--- src/rtl/addsub_arbiter_if.sv ---
`default_nettype none
// =============================================================================
// Module   : addsub_arbiter_if
// Brief    : Command/response bundle between two requesters, the arbiter and
//            the result consumer.
// Revision : 1.0
// =============================================================================
interface addsub_arbiter_if;
    logic       req0_valid;
    logic       req0_ready;
    logic [2:0] req0_a;
    logic [2:0] req0_b;
    logic       req0_s;
    logic       req1_valid;
    logic       req1_ready;
    logic [2:0] req1_a;
    logic [2:0] req1_b;
    logic       req1_s;
    logic       rsp_valid;
    logic       rsp_ready;
    logic [4:0] rsp_c;
    logic       rsp_id;
    logic       rsp_err;

    // master: command sources and result consumer
    modport master (
        output req0_valid, req0_a, req0_b, req0_s,
        input  req0_ready,
        output req1_valid, req1_a, req1_b, req1_s,
        input  req1_ready,
        input  rsp_valid, rsp_c, rsp_id, rsp_err,
        output rsp_ready
    );

    // slave: the arbiter
    modport slave (
        input  req0_valid, req0_a, req0_b, req0_s,
        output req0_ready,
        input  req1_valid, req1_a, req1_b, req1_s,
        output req1_ready,
        output rsp_valid, rsp_c, rsp_id, rsp_err,
        input  rsp_ready
    );
endinterface
`default_nettype wire

--- src/rtl/addsub_arbiter.sv ---
`default_nettype none
// =============================================================================
// Module   : addsub_arbiter
// Brief    : Two-requester arbiter sharing one combinational sign-magnitude
//            add/sub unit; returns the captured result with id and error flag.
// Revision : 1.0
// =============================================================================
module addsub_arbiter #(
    parameter bit FAIR = 1'b1
) (
    input  wire logic       clk,
    input  wire logic       rst_n,
    addsub_arbiter_if.slave bus,
    output logic [2:0]      au_a,
    output logic [2:0]      au_b,
    output logic            au_s,
    input  wire logic [4:0] au_c,
    output logic            busy
);

    typedef enum logic [1:0] {
        S_IDLE = 2'd0,
        S_EXEC = 2'd1,
        S_RESP = 2'd2
    } state_t;

    state_t     state_q;
    logic       prio_q;
    logic [2:0] a_q;
    logic [2:0] b_q;
    logic       s_q;
    logic       id_q;
    logic [4:0] rsp_c_q;
    logic       rsp_id_q;
    logic       rsp_err_q;
    logic       rsp_valid_q;
    logic       busy_q;

    logic       prio_eff;
    logic       gnt0;
    logic       gnt1;
    logic       acc0;
    logic       acc1;
    logic [2:0] a_d;
    logic [2:0] b_d;
    logic       s_d;

    // -0 is folded to +0 so the shared unit never sees a negative zero
    function automatic logic [2:0] norm_zero(input logic [2:0] x);
        return (x == 3'b100) ? 3'b000 : x;
    endfunction

    always_comb begin
        prio_eff = FAIR ? prio_q : 1'b0;
        gnt1     = bus.req1_valid & (~bus.req0_valid | prio_eff);
        gnt0     = bus.req0_valid & ~gnt1;
        a_d      = norm_zero(gnt1 ? bus.req1_a : bus.req0_a);
        b_d      = norm_zero(gnt1 ? bus.req1_b : bus.req0_b);
        s_d      = gnt1 ? bus.req1_s : bus.req0_s;
    end

    // rst_n gates the readies so nothing handshakes while reset is held
    assign acc0 = rst_n & (state_q == S_IDLE) & gnt0;
    assign acc1 = rst_n & (state_q == S_IDLE) & gnt1;

    always_ff @(posedge clk or negedge rst_n) begin
        if (!rst_n) begin
            state_q     <= S_IDLE;
            prio_q      <= 1'b0;
            a_q         <= 3'b000;
            b_q         <= 3'b000;
            s_q         <= 1'b0;
            id_q        <= 1'b0;
            rsp_c_q     <= 5'b00000;
            rsp_id_q    <= 1'b0;
            rsp_err_q   <= 1'b0;
            rsp_valid_q <= 1'b0;
            busy_q      <= 1'b0;
        end else begin
            case (state_q)
                S_IDLE: begin
                    if (acc0 | acc1) begin
                        a_q     <= a_d;
                        b_q     <= b_d;
                        s_q     <= s_d;
                        id_q    <= acc1;
                        busy_q  <= 1'b1;
                        state_q <= S_EXEC;
                    end
                end
                S_EXEC: begin
                    rsp_c_q     <= au_c;
                    rsp_err_q   <= (au_c[3:0] > 4'd6) | (au_c == 5'b10000);
                    rsp_id_q    <= id_q;
                    rsp_valid_q <= 1'b1;
                    state_q     <= S_RESP;
                end
                S_RESP: begin
                    if (bus.rsp_ready) begin
                        rsp_valid_q <= 1'b0;
                        prio_q      <= ~rsp_id_q;
                        busy_q      <= 1'b0;
                        state_q     <= S_IDLE;
                    end
                end
                default: begin
                    state_q <= S_IDLE;
                    busy_q  <= 1'b0;
                end
            endcase
        end
    end

    assign bus.req0_ready = acc0;
    assign bus.req1_ready = acc1;
    assign bus.rsp_valid  = rsp_valid_q;
    assign bus.rsp_c      = rsp_c_q;
    assign bus.rsp_id     = rsp_id_q;
    assign bus.rsp_err    = rsp_err_q;
    assign au_a           = a_q;
    assign au_b           = b_q;
    assign au_s           = s_q;
    assign busy           = busy_q;

endmodule
`default_nettype wire

--- src/flat_wrapper.sv ---
// flat-port wrapper written by rule: the top's interface ports become plain ports
module addsub_arbiter_flat 
#(
    parameter bit FAIR = 1'b1
)
  (clk, rst_n, au_a, au_b, au_s, au_c, busy, bus_req0_valid, bus_req0_a, bus_req0_b, bus_req0_s, bus_req0_ready, bus_req1_valid, bus_req1_a, bus_req1_b, bus_req1_s, bus_req1_ready, bus_rsp_valid, bus_rsp_c, bus_rsp_id, bus_rsp_err, bus_rsp_ready);
  addsub_arbiter_if bus_i ();
  input  wire logic clk;
  input  wire logic rst_n;
  output logic [2:0] au_a;
  output logic [2:0] au_b;
  output logic au_s;
  input  wire logic [4:0] au_c;
  output logic busy;
  input wire logic [$bits(bus_i.req0_valid)-1:0] bus_req0_valid;
  input wire logic [$bits(bus_i.req0_a)-1:0] bus_req0_a;
  input wire logic [$bits(bus_i.req0_b)-1:0] bus_req0_b;
  input wire logic [$bits(bus_i.req0_s)-1:0] bus_req0_s;
  output wire logic [$bits(bus_i.req0_ready)-1:0] bus_req0_ready;
  input wire logic [$bits(bus_i.req1_valid)-1:0] bus_req1_valid;
  input wire logic [$bits(bus_i.req1_a)-1:0] bus_req1_a;
  input wire logic [$bits(bus_i.req1_b)-1:0] bus_req1_b;
  input wire logic [$bits(bus_i.req1_s)-1:0] bus_req1_s;
  output wire logic [$bits(bus_i.req1_ready)-1:0] bus_req1_ready;
  output wire logic [$bits(bus_i.rsp_valid)-1:0] bus_rsp_valid;
  output wire logic [$bits(bus_i.rsp_c)-1:0] bus_rsp_c;
  output wire logic [$bits(bus_i.rsp_id)-1:0] bus_rsp_id;
  output wire logic [$bits(bus_i.rsp_err)-1:0] bus_rsp_err;
  input wire logic [$bits(bus_i.rsp_ready)-1:0] bus_rsp_ready;
  assign bus_i.req0_valid = bus_req0_valid;
  assign bus_i.req0_a = bus_req0_a;
  assign bus_i.req0_b = bus_req0_b;
  assign bus_i.req0_s = bus_req0_s;
  assign bus_req0_ready = bus_i.req0_ready;
  assign bus_i.req1_valid = bus_req1_valid;
  assign bus_i.req1_a = bus_req1_a;
  assign bus_i.req1_b = bus_req1_b;
  assign bus_i.req1_s = bus_req1_s;
  assign bus_req1_ready = bus_i.req1_ready;
  assign bus_rsp_valid = bus_i.rsp_valid;
  assign bus_rsp_c = bus_i.rsp_c;
  assign bus_rsp_id = bus_i.rsp_id;
  assign bus_rsp_err = bus_i.rsp_err;
  assign bus_i.rsp_ready = bus_rsp_ready;
  addsub_arbiter #(.FAIR(FAIR)) u_core (.clk(clk), .rst_n(rst_n), .bus(bus_i), .au_a(au_a), .au_b(au_b), .au_s(au_s), .au_c(au_c), .busy(busy));
endmodule
--- config.mk ---
export PLATFORM = sky130hd
export DESIGN_NAME = addsub_arbiter_flat
export DESIGN_NICKNAME = d
export VERILOG_FILES = /design/src/rtl/addsub_arbiter_if.sv /design/src/rtl/addsub_arbiter.sv /design/src/flat_wrapper.sv
export SDC_FILE = /design/constraint.sdc
export NUM_CORES = 1
export LEC_CHECK = 0
export CAP_MARGIN = 20
export CORE_MARGIN = 5
export CORE_UTILIZATION = 46
export CTS_BUF_LIST = sky130_fd_sc_hd__clkbuf_4
export DETAILED_ROUTE_END_ITERATION = 7
export HOLD_SLACK_MARGIN = 0.03
export PLACE_DENSITY = 0.87
export SLEW_MARGIN = 10
export SYNTH_ARGS = -nofsm -noshare
export SYNTH_HDL_FRONTEND = slang
export SYNTH_SLANG_ARGS = --single-unit
--- constraint.sdc ---
create_clock -name clk -period 4 [get_ports clk]
set_input_delay 0.6 -clock clk [delete_from_list [all_inputs] [get_ports clk]]
set_output_delay 0.6 -clock clk [all_outputs]
set_load 0.01 [all_outputs]
==> qor.csv <==
stage,metric,value,unit
grt,initial antenna violation count,0,
logic_synthesis,Yosys top cell by area,dfrtp_1,
sta,Final min period,2.984,ns
grt,GR Layer Usage met3,5.828,%
cells_and_area,# diodes,0,
routing,Pre-Repair DR Iteration Count,4,
sta,Max-slew headroom,60.31,%
routing,initial DRC count,4,
placement,PortBufs,41,
cells_and_area,fin area,1389,um2
floorplan,die area,3073,um2
clock_network,TritonCTS clock tree,done,
logic_synthesis,Mean Syn Cell Area,11.17,um2
power,Power Dens Cells,589.0,nW/um2
setup_path,Worst EP required,3.40,ns
logic_synthesis,Netlist cell types,27,
logic_synthesis,number of synthesized flops with an enable pin,0,
setup_path,"Arr. time, crit path",2.38,ns
grt,largest net degree at the start of global routing,22,
cells_and_area,layout cell share with drive strength beyond 1,15.08,%
logic_synthesis,Commonest cells post-synth,"20 x dfrtp_1, 10 x nand2_1, 6 x a21oi_1, 6 x mux2_2, 6 x o21ai_0",
cells_and_area,"Net count, final",152,
floorplan,Starting Density,48.41,%
clock_network,post-cts sizing count,0,
sta,final setup TNS,0,ns
logic_synthesis,"count leader, synth",dfrtp_1,
grt,global-route wire length before repair,4022,um
logic_synthesis,Yosys warnings,0,
floorplan,width of the chip,55.44,um
logic_synthesis,synthesized instance count,85,
grt,met1 global-route usage,18.88,%
sta,Final setup viols,0,
grt,global route overflow,0,
logic_synthesis,Yosys top cell area share,52.70,%
cells_and_area,"Area growth, synth to finish",46.24,%
cells_and_area,Fillers,159,
grt,global routing's busiest layer,met2,
placement,placed wire-length estimate,1895,um
routing,DR vias/cell,5.111,
setup_path,CP startpoint kind,input pin,
grt,GRT Util Overall,16.40,%
routing,DR WL/cell,15.35,um
logic_synthesis,Mapped Nets,109,
clock_network,total CTS buffers,3,
power,Worst IR Drop VDD,361.1,uV
sta,RSZ-0062 raised after global routing,false,
job,max-capacitance violation count,0,
setup_path,crit path max fanout,21,
clock_network,Root Buffer,clkbuf_4,
sta,fin crit share,74.59,%
clock_network,post-CTS setup repair buffer count,0,
clock_network,Clock Latency Late Sink,0.29,ns
worst_hold_path,Hold Path Class,flop to flop,
outcome,run status,finished clean,
clock_network,CTS sink cnt,20,
logic_synthesis,register area share after synthesis,52.70,%
logic_synthesis,"top cells by area, synth","dfrtp_1 53%, mux2_2 7.1%, nand2_1 4.0%, a21oi_1 3.2%, mux2i_1 3.2%",
logic_synthesis,"Top FF cell, synth",dfrtp_1,
routing,post-route ant nets,0,
clock_network,clk slew on worst S/H paths,0.10,ns
grt,met2 Use GR,27.70,%
clock_network,clock tree buffer depth,2,
sta,final hold violations,0,
placement,DP Area,1366,um2
floorplan,Die Y,55.44,um
setup_path,CP endpoint kind,output pin,
floorplan,Top Ports,42,
sta,Max Freq,335.1,MHz
routing,Vias,782,
setup_path,Setup Crit Path Kind,input pin to output pin,
floorplan,Row Count,16,
sta,Fin Hold WS,0.4908,ns
floorplan,core area,1962,um2
logic_synthesis,Mapped Area,949.7,um2
sta,skew final,0.003388,ns
logic_synthesis,Async SR Flop Fraction,100.0,%
power,P_leak,0.0006054,uW
routing,DRC errors left,0,
grt,vias in the first global route,802,
logic_synthesis,#FFs+latches synth,20,
placement,GP Congestion,0.7996,
sta,Max Slew Vio Count,0,
clock_network,CTS Hold Bufs,0,
sta,Worst-Margin Slew,0.5953,ns
clock_network,H-tree depth,1,
routing,final wirelength,2349,um
## through the flow
step	utilization [%]	total power [uW]	cells	setup WS, ns
after floorplan	-	523.2	85	2.302
after global placement	69.64	721.5	150	1.023
after detailed placement	69.64	737.4	150	1.001
after CTS	70.79	828.9	153	0.9944
after global routing	70.79	875.6	153	0.8459
final	70.79	818.0	153	1.016
## kinds of logic (layout without fill, tap and decap cells)
| kind of cell | count (synthesis) | in the layout | share of synthesized area, % |
|---|---|---|---|
| buffers and inverters | 8 | 49 | 5.269 |
| DFF | 20 | 20 | 52.70 |
| AOI/OAI and AO/OA | 23 | 23 | 16.34 |
| muxes | 9 | 9 | 10.28 |
| and+or+nand+nor | 25 | 25 | 15.42 |
## power breakdown
part,total [uW],internal [uW],switching (uW)
logic,381,227,154
clock network,90.8,35.0,55.8
registers,346,293,53.4
total,818,555,263
## placed cells by master (no fill, tap or decap)
master and count:
o31ai_1 2, a2111oi_2 2, nor2_1 1, a21boi_1 2, o21ai_1 2, nand2_2 1, and3_4 2, clkbuf_4 3
a311oi_1 1, a21oi_1 6, dfrtp_1 20, o21ai_2 1, and3_1 2, o21ai_0 6, mux2i_1 3, nor4b_1 1
inv_1 4, buf_4 1, or2_2 1, nor3b_2 1, and3_2 1, nand2_1 10, nand2b_1 3, mux2_2 6
nor3_1 2, a21o_1 1, clkdlybuf4s50_1 41
## path summary, 6_finish.rpt
path,depth (start not counted),from,to,slack [ns]
worst max-delay path,5,rst_n,bus_req1_ready,1.02
worst min-delay path,1,u_core.id_q,u_core.id_q,0.49
worst max register to register,4,u_core.prio_eff,u_core.au_b[2],2.47
worst min register to register,1,u_core.id_q,u_core.id_q,0.49
max in group asynchronous,2,rst_n,u_core.state_q[0],3.16
min in group asynchronous,2,rst_n,u_core.bus.rsp_c[3],0.63
## routing by layer
layer	share of wire, %	wire length, um
met1	40	949
met2	52	1225
met3	6.2	145
met4	1.2	29
met5	0	0
## critical path, cell delays in order
cell and delay, ns:
clkdlybuf4s50_1 0.45, buf_4 0.26, nor3b_2 0.29, and3_2 0.23, clkdlybuf4s50_1 0.55
## state kept, by name, summed over array words and instances (netlist names), 2 cells and up
name,count
u_core.bus.rsp_c,5
u_core.au_a,3
u_core.au_b,3
u_core.state_q,2
## cell type report
type                    count  area (um2)  area share [%]
multi-input cells          57       399.1           28.74
inverters                   4       15.01           1.081
flip-flops and latches     20       500.5           36.04
well taps                  27       33.78           2.432
clock buffers               3       22.52           1.622
repair buffers             42       417.9           30.09
(Power assumes the default switching activity.)
